$ cat src/rtl/mem_port_arbiter_pkg.sv
// Shared constants and types for the I/D memory port arbiter.
package mem_port_arbiter_pkg;

  localparam logic [1:0] ST_IDLE   = 2'b00;
  localparam logic [1:0] ST_ACCESS = 2'b01;
  localparam logic [1:0] ST_RESP   = 2'b10;

  localparam logic PORT_I = 1'b0;
  localparam logic PORT_D = 1'b1;

  // Addresses with any bit set at or above this position fall outside the Memory.
  localparam int unsigned MEM_ADDR_LSBS = 10;

  localparam int unsigned AW_DEF         = 32;
  localparam int unsigned DW_DEF         = 32;
  localparam int unsigned STARVE_MAX_DEF = 4;

  typedef struct packed {
    logic port;
    logic we;
  } grant_t;

endpackage

$ cat src/rtl/mem_port_arbiter_if.sv
// Requester-side handshakes plus Memory pins shared by the arbiter and its environment.
interface mem_port_arbiter_if #(
  parameter int unsigned AW = 32,
  parameter int unsigned DW = 32
);
  logic          i_req;
  logic [AW-1:0] i_addr;
  logic          i_ack;
  logic [DW-1:0] i_rdata;

  logic          d_req;
  logic          d_we;
  logic [AW-1:0] d_addr;
  logic [DW-1:0] d_wdata;
  logic          d_ack;
  logic [DW-1:0] d_rdata;

  logic          addr_err;

  logic          m_ren;
  logic          m_wen;
  logic [AW-1:0] m_addr;
  logic [DW-1:0] m_din;
  logic [DW-1:0] m_dout;

  modport slave (
    input  i_req, i_addr, d_req, d_we, d_addr, d_wdata, m_dout,
    output i_ack, i_rdata, d_ack, d_rdata, addr_err, m_ren, m_wen, m_addr, m_din
  );

  modport master (
    output i_req, i_addr, d_req, d_we, d_addr, d_wdata, m_dout,
    input  i_ack, i_rdata, d_ack, d_rdata, addr_err, m_ren, m_wen, m_addr, m_din
  );

endinterface

$ cat src/rtl/mem_arb_pick.sv
// Winner select (D priority) with a saturating guard that forces an I grant
// after STARVE_MAX consecutive D grants taken while I was waiting.
module mem_arb_pick #(
  parameter int unsigned STARVE_MAX = 4
) (
  input  logic clock,
  input  logic reset,
  input  logic i_req,
  input  logic d_req,
  input  logic decide,
  output logic grant_d_c
);

  localparam int unsigned CW = (STARVE_MAX < 1) ? 1 : $clog2(STARVE_MAX + 1);

  logic [CW-1:0] cnt_q;
  logic [CW-1:0] cnt_d;
  logic          starved_c;

  assign starved_c = (cnt_q == CW'(STARVE_MAX));

  always_comb begin
    grant_d_c = d_req && !(i_req && starved_c);
  end

  // Count only at decision edges; any I grant or an idle I port clears it.
  always_comb begin
    cnt_d = cnt_q;
    if (decide) begin
      if (grant_d_c && i_req) begin
        cnt_d = starved_c ? cnt_q : cnt_q + CW'(1);
      end else begin
        cnt_d = '0;
      end
    end
  end

  always_ff @(posedge clock or negedge reset) begin
    if (!reset) begin
      cnt_q <= '0;
    end else begin
      cnt_q <= cnt_d;
    end
  end

endmodule

$ cat src/rtl/mem_port_arbiter.sv
// Shares one single-ported word Memory between the instruction-fetch and
// load/store ports: IDLE decides, ACCESS drives the Memory, RESP acknowledges.
module mem_port_arbiter
  import mem_port_arbiter_pkg::*;
#(
  parameter int unsigned AW         = AW_DEF,
  parameter int unsigned DW         = DW_DEF,
  parameter int unsigned STARVE_MAX = STARVE_MAX_DEF
) (
  input logic             clock,
  input logic             reset,
  mem_port_arbiter_if.slave bus
);

  logic [1:0]    state_q, state_d;
  grant_t        lat_q, lat_d;
  logic [AW-1:0] addr_q, addr_d;
  logic [DW-1:0] din_q, din_d;
  logic          ren_q, ren_d;
  logic          wen_q, wen_d;
  logic          i_ack_q, i_ack_d;
  logic          d_ack_q, d_ack_d;
  logic          err_q, err_d;
  logic [DW-1:0] i_rdata_q, i_rdata_d;
  logic [DW-1:0] d_rdata_q, d_rdata_d;

  logic          decide_c;
  logic          grant_d_c;

  assign decide_c = (state_q == ST_IDLE) && (bus.i_req || bus.d_req);

  mem_arb_pick #(
    .STARVE_MAX (STARVE_MAX)
  ) u_pick (
    .clock     (clock),
    .reset     (reset),
    .i_req     (bus.i_req),
    .d_req     (bus.d_req),
    .decide    (decide_c),
    .grant_d_c (grant_d_c)
  );

  // Next state and next register values; strobes default low so they pulse.
  always_comb begin
    state_d   = state_q;
    lat_d     = lat_q;
    addr_d    = addr_q;
    din_d     = din_q;
    ren_d     = 1'b0;
    wen_d     = 1'b0;
    i_ack_d   = 1'b0;
    d_ack_d   = 1'b0;
    err_d     = 1'b0;
    i_rdata_d = i_rdata_q;
    d_rdata_d = d_rdata_q;

    case (state_q)
      ST_IDLE: begin
        if (decide_c) begin
          if (grant_d_c) begin
            lat_d  = '{port: PORT_D, we: bus.d_we};
            addr_d = bus.d_addr;
            din_d  = bus.d_wdata;
          end else begin
            lat_d  = '{port: PORT_I, we: 1'b0};
            addr_d = bus.i_addr;
          end
          ren_d   = ~lat_d.we;
          wen_d   = lat_d.we;
          state_d = ST_ACCESS;
        end
      end

      ST_ACCESS: begin
        if (!lat_q.we) begin
          if (lat_q.port == PORT_D) begin
            d_rdata_d = bus.m_dout;
          end else begin
            i_rdata_d = bus.m_dout;
          end
        end
        if (lat_q.port == PORT_D) begin
          d_ack_d = 1'b1;
        end else begin
          i_ack_d = 1'b1;
        end
        err_d   = |addr_q[AW-1:MEM_ADDR_LSBS];
        state_d = ST_RESP;
      end

      // Requests are not sampled here so the requester can drop or renew.
      ST_RESP: begin
        state_d = ST_IDLE;
      end

      default: begin
        state_d = ST_IDLE;
      end
    endcase
  end

  always_ff @(posedge clock or negedge reset) begin
    if (!reset) begin
      state_q   <= ST_IDLE;
      lat_q     <= '0;
      addr_q    <= '0;
      din_q     <= '0;
      ren_q     <= 1'b0;
      wen_q     <= 1'b0;
      i_ack_q   <= 1'b0;
      d_ack_q   <= 1'b0;
      err_q     <= 1'b0;
      i_rdata_q <= '0;
      d_rdata_q <= '0;
    end else begin
      state_q   <= state_d;
      lat_q     <= lat_d;
      addr_q    <= addr_d;
      din_q     <= din_d;
      ren_q     <= ren_d;
      wen_q     <= wen_d;
      i_ack_q   <= i_ack_d;
      d_ack_q   <= d_ack_d;
      err_q     <= err_d;
      i_rdata_q <= i_rdata_d;
      d_rdata_q <= d_rdata_d;
    end
  end

  assign bus.m_ren    = ren_q;
  assign bus.m_wen    = wen_q;
  assign bus.m_addr   = addr_q;
  assign bus.m_din    = din_q;
  assign bus.i_ack    = i_ack_q;
  assign bus.d_ack    = d_ack_q;
  assign bus.addr_err = err_q;
  assign bus.i_rdata  = i_rdata_q;
  assign bus.d_rdata  = d_rdata_q;

endmodule
$ cat src/flat_wrapper.sv
// flat-port wrapper written by rule: the top's interface ports become plain ports
module mem_port_arbiter_flat import mem_port_arbiter_pkg::*;
#(
  parameter int unsigned AW         = AW_DEF,
  parameter int unsigned DW         = DW_DEF,
  parameter int unsigned STARVE_MAX = STARVE_MAX_DEF
)
  (clock, reset, bus_i_req, bus_i_addr, bus_d_req, bus_d_we, bus_d_addr, bus_d_wdata, bus_m_dout, bus_i_ack, bus_i_rdata, bus_d_ack, bus_d_rdata, bus_addr_err, bus_m_ren, bus_m_wen, bus_m_addr, bus_m_din);
  mem_port_arbiter_if #(.AW(AW), .DW(DW)) bus_i ();
  input logic clock;
  input logic reset;
  input wire logic [$bits(bus_i.i_req)-1:0] bus_i_req;
  input wire logic [$bits(bus_i.i_addr)-1:0] bus_i_addr;
  input wire logic [$bits(bus_i.d_req)-1:0] bus_d_req;
  input wire logic [$bits(bus_i.d_we)-1:0] bus_d_we;
  input wire logic [$bits(bus_i.d_addr)-1:0] bus_d_addr;
  input wire logic [$bits(bus_i.d_wdata)-1:0] bus_d_wdata;
  input wire logic [$bits(bus_i.m_dout)-1:0] bus_m_dout;
  output wire logic [$bits(bus_i.i_ack)-1:0] bus_i_ack;
  output wire logic [$bits(bus_i.i_rdata)-1:0] bus_i_rdata;
  output wire logic [$bits(bus_i.d_ack)-1:0] bus_d_ack;
  output wire logic [$bits(bus_i.d_rdata)-1:0] bus_d_rdata;
  output wire logic [$bits(bus_i.addr_err)-1:0] bus_addr_err;
  output wire logic [$bits(bus_i.m_ren)-1:0] bus_m_ren;
  output wire logic [$bits(bus_i.m_wen)-1:0] bus_m_wen;
  output wire logic [$bits(bus_i.m_addr)-1:0] bus_m_addr;
  output wire logic [$bits(bus_i.m_din)-1:0] bus_m_din;
  assign bus_i.i_req = bus_i_req;
  assign bus_i.i_addr = bus_i_addr;
  assign bus_i.d_req = bus_d_req;
  assign bus_i.d_we = bus_d_we;
  assign bus_i.d_addr = bus_d_addr;
  assign bus_i.d_wdata = bus_d_wdata;
  assign bus_i.m_dout = bus_m_dout;
  assign bus_i_ack = bus_i.i_ack;
  assign bus_i_rdata = bus_i.i_rdata;
  assign bus_d_ack = bus_i.d_ack;
  assign bus_d_rdata = bus_i.d_rdata;
  assign bus_addr_err = bus_i.addr_err;
  assign bus_m_ren = bus_i.m_ren;
  assign bus_m_wen = bus_i.m_wen;
  assign bus_m_addr = bus_i.m_addr;
  assign bus_m_din = bus_i.m_din;
  mem_port_arbiter #(.AW(AW), .DW(DW), .STARVE_MAX(STARVE_MAX)) u_core (.clock(clock), .reset(reset), .bus(bus_i));
endmodule
$ cat config.mk
export PLATFORM = sky130hd
export DESIGN_NAME = mem_port_arbiter_flat
export DESIGN_NICKNAME = d
export VERILOG_FILES = /design/src/rtl/mem_port_arbiter_pkg.sv /design/src/rtl/mem_port_arbiter_if.sv /design/src/rtl/mem_arb_pick.sv /design/src/rtl/mem_port_arbiter.sv /design/src/flat_wrapper.sv
export SDC_FILE = /design/constraint.sdc
export NUM_CORES = 1
export LEC_CHECK = 0
export BUFFER_PORTS_ARGS = -buffer_cell sky130_fd_sc_hd__buf_2
export CORE_UTILIZATION = 50
export DETAILED_ROUTE_END_ITERATION = 6
export PLACE_DENSITY = 0.94
export SLEW_MARGIN = 20
export SYNTH_ARGS = -nofsm -noshare
export SYNTH_HDL_FRONTEND = slang
export SYNTH_SLANG_ARGS = --single-unit
$ cat constraint.sdc
create_clock -name clock -period 3.9 [get_ports clock]
set_clock_uncertainty 0.2 [all_clocks]
set_input_delay 0.195 -clock clock [delete_from_list [all_inputs] [get_ports clock]]
set_output_delay 0.195 -clock clock [all_outputs]
set_load 0.1 [all_outputs]
==> results of run 1 <==
==> per-stage QoR <==
stage          std cells  hold slack [ns]
2_1_floorplan        437           -0.301
3_3_place_gp         816           0.0376
3_5_place_dp         816           0.0574
4_1_cts              979            0.151
5_1_grt              979            0.207
6_report             979            0.160
==> flip-flops by register name, summed over array words and instances, names as in the netlist <==
signal and cells:
u_core.u_pick.cnt_q 3, u_core.bus.i_rdata 32, u_core.bus.i_ack 1, u_core.state_q 2, u_core.bus.d_ack 1, u_core.bus.m_ren 1, u_core.lat_q 2, u_core.bus.m_wen 1
u_core.bus.addr_err 1, u_core.bus.m_addr 32, u_core.bus.m_din 32, u_core.bus.d_rdata 32
==> worst max path at each step <==
| stage | slack [ns] | cells past startpoint | endpoint |
|---|---|---|---|
| 2_1_floorplan | 2.08 | 6 | u_core.bus.m_din[10]$_DFFE_PN0P_ |
| 5_1_grt | 0.96 | 8 | u_core.bus.m_addr[19]$_DFFE_PN0P_ |
| 3_3_place_gp | 1.40 | 6 | u_core.bus.m_din[12]$_DFFE_PN0P_ |
| 6_report | 1.04 | 8 | u_core.bus.m_addr[18]$_DFFE_PN0P_ |
| 4_1_cts | 1.14 | 8 | u_core.bus.m_addr[22]$_DFFE_PN0P_ |
| 3_5_place_dp | 1.28 | 6 | u_core.bus.m_din[12]$_DFFE_PN0P_ |
==> logic make-up after synthesis <==
kind of cell	count (synthesis)	synth area share, %
AOI/OAI and AO/OA	39	5.68
and+or+nand+nor	86	8.92
muxes	97	18.8
buffers and inverters	73	5.70
adders and majority gates	2	0.432
DFF	140	60.4
==> Yosys cell counts, types with 3 or more instances <==
library cell  number  area share (%)
inv_1             38             2.5
nand3_1           34             2.9
nand4_1           33             3.6
dfrtp_1          140              60
mux2_2            92              18
buf_4              6            0.78
buf_2              9            0.78
buf_6              3            0.58
clkbuf_1          14            0.91
mux2_1             4            0.78
nor4_1             5            0.54
o221ai_1          32             4.8
==> worst max-delay path, delay by kind of cell (launching register included) <==
family	cells	cell delay [ns]
DFF	1	0.35
AOI/OAI and AO/OA	1	0.19
and+or+nand+nor	2	0.37
buffers and inverters	4	1.38
adders and majority gates	1	0.21
==> metal layers <==
metal,vias up,routed length [microns],GRT usage [%]
met1,2660,6720,35.0
met4,0,1060,21.3
met3,111,1580,10.2
met2,356,10100,58.1
met5,-,0,0
li1,2372,-,-
==> area by class of cell <==
type | count | area share, %
Clock buffer | 19 | 4.89
Clock inverter | 13 | 1.30
Inverter | 39 | 1.62
Multi-Input combinational cell | 224 | 21.7
Sequential cell | 140 | 38.7
Tap cell | 140 | 1.93
Timing Repair Buffer | 404 | 29.9
==> what timing repair did <==
item | CTS | global route
hold endpoints to repair | 205 | 0
hold buffers | 131 | 0
setup buffers | 0 | 0
==> flow_metrics.py, run 1 <==
metrics = {
    "status": {
        "status": "complete, no violations",
    },
    "finish": {
        "fin_area_sq_um": 9060,
        "most-common-layout-cells": "buf_2, dfrtp_1, dlygate4sd3_1, mux2_2, inv_1",
        "final_common_cell": "buf_2",
        "drive_gt1_share_pct": 47.9,
        "register_area_sq_um": 3500,
        "fillers": 576,
        "fin_nets": 961,
        "area_growth_pct": 56.3,
        "fin_util_pct": 81.7,
        "num_antenna_cells": 0,
        "multiInputGateArea_sq_um": 1970,
    },
    "sta": {
        "rsz0062_at_grt": "false",
        "setup_violations": 0,
        "relSlewSlack_pct": 44.5,
        "post-route-period-util_pct": 73.2,
        "setup_ws_ns": 1.04,
        "worst_pin_slew_ns": 0.832,
        "finalHoldViolations": 0,
        "final_max_slew_viol_count": 0,
        "min_period_ns": 2.86,
        "final.setup.tns_ns": 0,
        "clock.fmax_mhz": 350,
    },
    "place": {
        "pre_cts_slack_ns": 1.28,
        "gp_congestion": 0.857,
        "dp_hpwl_mm": 10.6,
        "io_buffers": 265,
        "placed_cell_area_sq_um": 7180,
    },
    "synthesis": {
        "async_reset_ff_share_pct": 100,
        "syn-num-nets": 572,
        "avgSynthCellArea_sq_um": 13.3,
        "postSynthCellCount": 437,
        "ys_seq_elements": 140,
        "syn_area_sq_um": 5800,
        "synth_ff_type": "dfrtp_1",
        "ys_types": 34,
        "synth_edf_count": 0,
        "seq_area_frac_synth_pct": 60.4,
        "ys_warn_count": 0,
    },
    "floorplan": {
        "initial_core_util_pct": 52.3,
        "core_sq_um": 11100,
        "die_h_microns": 110,
        "die_w_microns": 110,
        "dieArea_sq_um": 12000,
        "ios": 266,
        "rows": 38,
    },
    "setup_path": {
        "worstRegToRegCells": 8,
        "cp.arrival_ns": 2.94,
        "required_ns": 3.99,
        "end_kind": "register",
        "path_max_fanout": 34,
        "ff2ff_setup_slack_ns": 1.04,
        "crit_top_cell": "buf_4",
        "crit_path_start": "u_core.u_pick.cnt_q[0]$_DFFE_PN0P_",
        "slowest_stage": "dlygate4sd3_1",
        "reg2reg_to": "u_core.bus.m_addr[18]$_DFFE_PN0P_",
        "r2r-start": "u_core.u_pick.cnt_q[0]$_DFFE_PN0P_",
        "critPathKind": "register to register",
        "cp-start-kind": "register",
        "cp_cell_sequence": "inv_1 > ha_1 > nand3_1 > buf_4 > and2_1 > buf_4 > o221ai_1 > dlygate4sd3_1",
        "slowest_delay_ns": 0.60,
    },
    "grt": {
        "grt_max_degree": 74,
        "grt_pass1_vias": 5759,
        "track_usage_pct": 33.4,
        "grt_pass1_wl_mm": 29.5,
        "overflow": 0,
        "grt_antenna_before_repair": 0,
    },
    "clocking": {
        "cts_buffers": 17,
        "cts_root_buf": "clkbuf_16",
        "path_clk_slew_ns": 0.06,
        "clock-sinks": 140,
        "htreeDepth": 4,
        "ctsResizeCount": 0,
        "cts_buffer_depth": 2,
        "clk_latency_ns": 0.41,
        "cts_tree": "built",
    },
    "detailed_routing": {
        "drc": 0,
        "wl_per_cell_microns": 19.9,
        "dr.pass1.iters": 5,
        "routed_via_density": 5.62,
        "route.vias.total": 5499,
        "ant_nets": 0,
        "drtIter0Drc": 412,
        "routed_wl_mm": 19.5,
    },
    "worst_hold_path": {
        "hold_class": "input port to async pin",
    },
    "run": {
        "maxCapViolCount": 0,
    },
}
Power of run 1 is not shown: default switching activity piles up to over one toggle a cycle in this logic, so the estimate is an artifact.
==> run 2: changes to the inputs <==
CORE_UTILIZATION = 47   (was 50)
PLACE_DENSITY = 0.89   (was 0.94)
clock period = 2.9 ns   (was 3.9 ns; I/O delays follow)
==> run 2 against run 1 <==
  * Via count grew 5.0%
  * Flip-flop and latch count is the same
  * Setup slack lost 0.98 ns
  * Register-to-register slack lost 0.98 ns
  * Largest cell class unchanged
==> flow_metrics.py, run 2 (synthesis gave the netlist of run 1 again) <==
metrics = {
    "detailed_routing": {
        "dr.pass1.iters": 5,
        "routed-wl-met2_mm": 10.8,
        "wl_met1_mm": 6.64,
        "ant_nets": 0,
        "drc": 0,
        "routed_via_density": 5.77,
        "route.vias.total": 5775,
        "wl_per_cell_microns": 20.5,
        "routed_wl_mm": 20.5,
        "wl_met3_mm": 1.58,
        "topRoutingLayerUsed": "met4",
        "drtIter0Drc": 498,
    },
    "clocking": {
        "cts_buffer_depth": 2,
        "cts_root_buf": "clkbuf_16",
        "postCtsSetupRepairBufs": 0,
        "cts_buffers": 17,
        "clock-sinks": 140,
        "cts_tree": "built",
        "path_clk_slew_ns": 0.06,
        "clk_latency_ns": 0.42,
        "htreeDepth": 4,
    },
    "sta": {
        "min_period_ns": 2.84,
        "final_max_slew_viol_count": 0,
        "clock.fmax_mhz": 352,
        "rsz0062_at_grt": "false",
        "finalHoldViolations": 0,
        "final.setup.tns_ns": 0,
        "worst_pin_slew_ns": 0.792,
        "post-route-period-util_pct": 97.9,
        "relSlewSlack_pct": 47.1,
        "setup_violations": 0,
    },
    "finish": {
        "register_area_sq_um": 3500,
        "fillers": 683,
        "multiInputGateArea_sq_um": 1970,
        "area_growth_pct": 59.7,
        "final_common_cell": "buf_2",
        "fin_nets": 975,
        "drive_gt1_share_pct": 47.4,
        "most-common-layout-cells": "buf_2, dlygate4sd3_1, dfrtp_1, mux2_2, inv_1",
    },
    "place": {
        "io_buffers": 265,
        "gp_congestion": 0.851,
        "dp_hpwl_mm": 10.5,
    },
    "status": {
        "status": "complete, no violations",
    },
    "floorplan": {
        "initial_core_util_pct": 48.2,
        "die_w_microns": 113,
        "die_h_microns": 113,
        "core_sq_um": 12000,
        "ios": 266,
        "rows": 40,
        "dieArea_sq_um": 12800,
    },
    "setup_path": {
        "ff2ff_setup_slack_ns": 0.06,
        "r2r-start": "u_core.u_pick.cnt_q[0]$_DFFE_PN0P_",
        "cp.arrival_ns": 2.93,
        "endpoint": "u_core.bus.m_addr[3]$_DFFE_PN0P_",
        "worstRegToRegCells": 8,
        "crit_path_start": "u_core.u_pick.cnt_q[0]$_DFFE_PN0P_",
        "cp-start-kind": "register",
        "required_ns": 2.99,
        "end_kind": "register",
        "critPathKind": "register to register",
        "path_max_fanout": 15,
        "reg2reg_to": "u_core.bus.m_addr[3]$_DFFE_PN0P_",
    },
    "grt": {
        "grt_max_degree": 78,
        "track_usage_pct": 33.3,
        "grt_antenna_before_repair": 1,
        "grt_pass1_wl_mm": 32.0,
        "grt_pass1_vias": 6216,
        "overflow": 0,
    },
    "worst_hold_path": {
        "hold_class": "input port to async pin",
    },
    "run": {
        "maxCapViolCount": 0,
    },
}
==> run 2: changes by cell type in the layout (fill, tap and decap cells not counted), sizes merged <==
cell and change:
dlygate4sd3 +12, buf +2, inv -2, diode +1, bufinv +1, clkinv -1
clkbuf +4, clkinvlp -2
==> run 2: worst max-delay path, stage by stage, from the launching register on <==
cell,delay (ns)
dfrtp_1,0.40
inv_1,0.10
ha_1,0.20
nand3_1,0.13
buf_6,0.18
nand4_1,0.11
dlygate4sd3_1,0.59
o221ai_1,0.16
dlygate4sd3_1,0.63
==> run 2: stage by stage <==
step           hold slack (ns)  setup slack, ns  cells  instance area (sq um)  utilization, %
6_report                0.0928           0.0605   1001                   9260            77.1
5_1_grt                  0.156           0.0231   1001                   9260            77.1
4_1_cts                  0.105            0.240   1001                   9260            77.1
3_5_place_dp           -0.0251            0.420    825                   7220            60.1
3_3_place_gp           -0.0442            0.550    825                   7220            60.1
2_1_floorplan           -0.351             1.08    437                   5800               -
==> run 2: worst min path at each step <==
stage / startpoint / to / slack [ns] / depth (start not counted)
after floorplan: reset / u_core.bus.addr_err$_DFF_PN0_ / -0.35 / 0
after global placement: reset / u_core.bus.d_rdata[12]$_DFFE_PN0P_ / -0.04 / 1
after detailed placement: reset / u_core.bus.d_rdata[12]$_DFFE_PN0P_ / -0.03 / 1
after CTS: reset / u_core.bus.d_rdata[12]$_DFFE_PN0P_ / 0.11 / 2
after global routing: reset / u_core.bus.d_rdata[12]$_DFFE_PN0P_ / 0.16 / 2
final: reset / u_core.bus.d_rdata[12]$_DFFE_PN0P_ / 0.09 / 2
==> run 2: timing repair <==
| action | in CTS | in global routing |
|---|---|---|
| endpoints found under the setup margin | 0 | 4 |
| hold endpoints to repair | 197 | 0 |
| hold buffers | 144 | 0 |
| gates resized for setup | 0 | 2 |
==> run 2: final cells by class <==
type                            count  area share, %
Antenna cell                        1         0.0270
Clock buffer                       23           5.27
Clock inverter                      9           1.19
Inverter                           39           1.58
Multi-Input combinational cell    224           21.3
Sequential cell                   140           37.8
Tap cell                          147           1.99
Timing Repair Buffer              418           30.8
==> run 2: per-layer routing <==
metal / up-vias / track usage (%)
met2: 450 / 59.2
met5: - / 0
met3: 133 / 8.52
met1: 2782 / 33.1
met4: 0 / 26.3
li1: 2410 / -
Power of run 2 is left out for the same reason.
==> run 3: changes to the inputs <==
CORE_UTILIZATION = 41   (was 47)
PLACE_DENSITY = 0.8   (was 0.89)
==> run 3 against run 2 <==
  * Non-clock buffer count is 11 lower
  * Final cell count increased by 2.0%
  * Core utilization fell by 11 points
  * Register-to-register slack better by 0.08 ns
  * Worst hold slack gained 0.13 ns
  * Largest cell class unchanged
  * Critical endpoint is now u_core.bus.m_addr[25]$_DFFE_PN0P_
  * Fmax grew 2.8%
  * Routed wire length is 13% lower
  * Setup slack improved by 0.076 ns
==> flow_metrics.py, run 3 (synthesis gave the netlist of run 1 again) <==
metrics = {
    "grt": {
        "grt_max_degree": 104,
        "grt_pass1_vias": 5695,
        "grt_pass1_wl_mm": 28.0,
        "grt_antenna_before_repair": 0,
        "track_usage_pct": 24.9,
        "overflow": 0,
    },
    "sta": {
        "rsz0062_at_grt": "false",
        "finalHoldViolations": 0,
        "relSlewSlack_pct": 36.2,
        "worst_pin_slew_ns": 0.957,
        "post-route-period-util_pct": 95.3,
        "final.setup.tns_ns": 0,
        "final_max_slew_viol_count": 0,
        "min_period_ns": 2.76,
        "setup_violations": 0,
        "clock.fmax_mhz": 362,
    },
    "clocking": {
        "cts_root_buf": "clkbuf_16",
        "cts_tree": "built",
        "cts_buffer_depth": 2,
        "cts_buffers": 17,
        "htreeDepth": 4,
        "postCtsSetupRepairBufs": 0,
        "clock-sinks": 140,
        "clk_latency_ns": 0.42,
        "path_clk_slew_ns": 0.06,
    },
    "floorplan": {
        "ios": 266,
        "rows": 43,
        "initial_core_util_pct": 41.9,
        "core_sq_um": 13800,
        "die_w_microns": 121,
        "die_h_microns": 121,
        "dieArea_sq_um": 14600,
    },
    "setup_path": {
        "cp.arrival_ns": 2.86,
        "slowest_delay_ns": 0.61,
        "worstRegToRegCells": 8,
        "crit_buf_inv": 4,
        "end_kind": "register",
        "cp_cell_sequence": "inv_1 > ha_1 > nand3_1 > buf_4 > and2_2 > buf_6 > o221ai_1 > dlygate4sd3_1",
        "critPathTopFamily": "buffers and inverters",
        "critPathKind": "register to register",
        "reg2reg_to": "u_core.bus.m_addr[25]$_DFFE_PN0P_",
        "r2r-start": "u_core.u_pick.cnt_q[0]$_DFFE_PN0P_",
        "ff2ff_setup_slack_ns": 0.14,
        "slowest_stage": "dlygate4sd3_1",
        "cp-start-kind": "register",
        "required_ns": 3.00,
        "path_max_fanout": 30,
    },
    "finish": {
        "most-common-layout-cells": "buf_2, dfrtp_1, dlygate4sd3_1, mux2_2, inv_1",
        "num_antenna_cells": 0,
        "drive_gt1_share_pct": 47.8,
        "final_common_cell": "buf_2",
        "fin_area_sq_um": 9190,
        "fin_nets": 964,
        "area_growth_pct": 58.5,
    },
    "place": {
        "gp_congestion": 0.832,
        "dp_hpwl_mm": 9.80,
        "placed_cell_area_sq_um": 7250,
        "io_buffers": 265,
    },
    "run": {
        "maxCapViolCount": 0,
    },
    "detailed_routing": {
        "routed_via_density": 5.21,
        "route.vias.total": 5319,
        "dr.pass1.iters": 5,
        "wl_per_cell_microns": 17.4,
        "routed_wl_mm": 17.8,
        "ant_nets": 0,
        "drc": 0,
        "drtIter0Drc": 339,
    },
    "worst_hold_path": {
        "hold_class": "input port to async pin",
    },
    "status": {
        "status": "complete, no violations",
    },
}
[run 3: what timing repair did]
action,in CTS,in global routing
setup endpoints to repair,0,30
hold endpoints to repair,236,0
resized for setup,0,3
hold buffers,133,0
[run 3: final cells by class]
cell class,count,area [sq um]
fill,983,4640
clock inverter,11,145
timing repair buffer,407,2750
tap,180,225
sequential,140,3500
inverter,39,146
multi-input combinational,224,1970
clock buffer,20,447
[run 3: routing by layer]
| metal | track usage, % | share of wire [%] | up-vias |
|---|---|---|---|
| met2 | 42.8 | 52 | 287 |
| met4 | 14.6 | 4.4 | 0 |
| met1 | 27.4 | 37 | 2579 |
| met5 | 0 | 0 | - |
| li1 | - | - | 2379 |
| met3 | 7.14 | 6.7 | 74 |
[run 3: how the worst max path moves through the flow]
stage	start	slack, ns	to	depth (start not counted)
after floorplan	u_core.u_pick.cnt_q[0]$_DFFE_PN0P_	1.08	u_core.bus.m_din[10]$_DFFE_PN0P_	6
after CTS	u_core.u_pick.cnt_q[0]$_DFFE_PN0P_	0.09	u_core.bus.m_addr[6]$_DFFE_PN0P_	8
after detailed placement	u_core.u_pick.cnt_q[0]$_DFFE_PN0P_	0.58	u_core.bus.m_din[17]$_DFFE_PN0P_	5
final	u_core.u_pick.cnt_q[0]$_DFFE_PN0P_	0.14	u_core.bus.m_addr[25]$_DFFE_PN0P_	8
after global routing	u_core.u_pick.cnt_q[0]$_DFFE_PN0P_	0.01	u_core.bus.m_addr[25]$_DFFE_PN0P_	8
after global placement	u_core.u_pick.cnt_q[0]$_DFFE_PN0P_	0.60	u_core.bus.m_din[16]$_DFFE_PN0P_	5
[run 3: per-stage QoR]
step                setup WS (ns)  util [%]  std cells  hold WS (ns)
floorplan                    1.08         -        437        -0.351
global placement            0.599      52.5        857         0.133
detailed placement          0.576      52.5        857         0.134
CTS                        0.0882      66.4       1021         0.259
global route               0.0129      66.4       1021         0.285
finish                      0.137      66.4       1021         0.227
Power of run 3 is left out for the same reason.
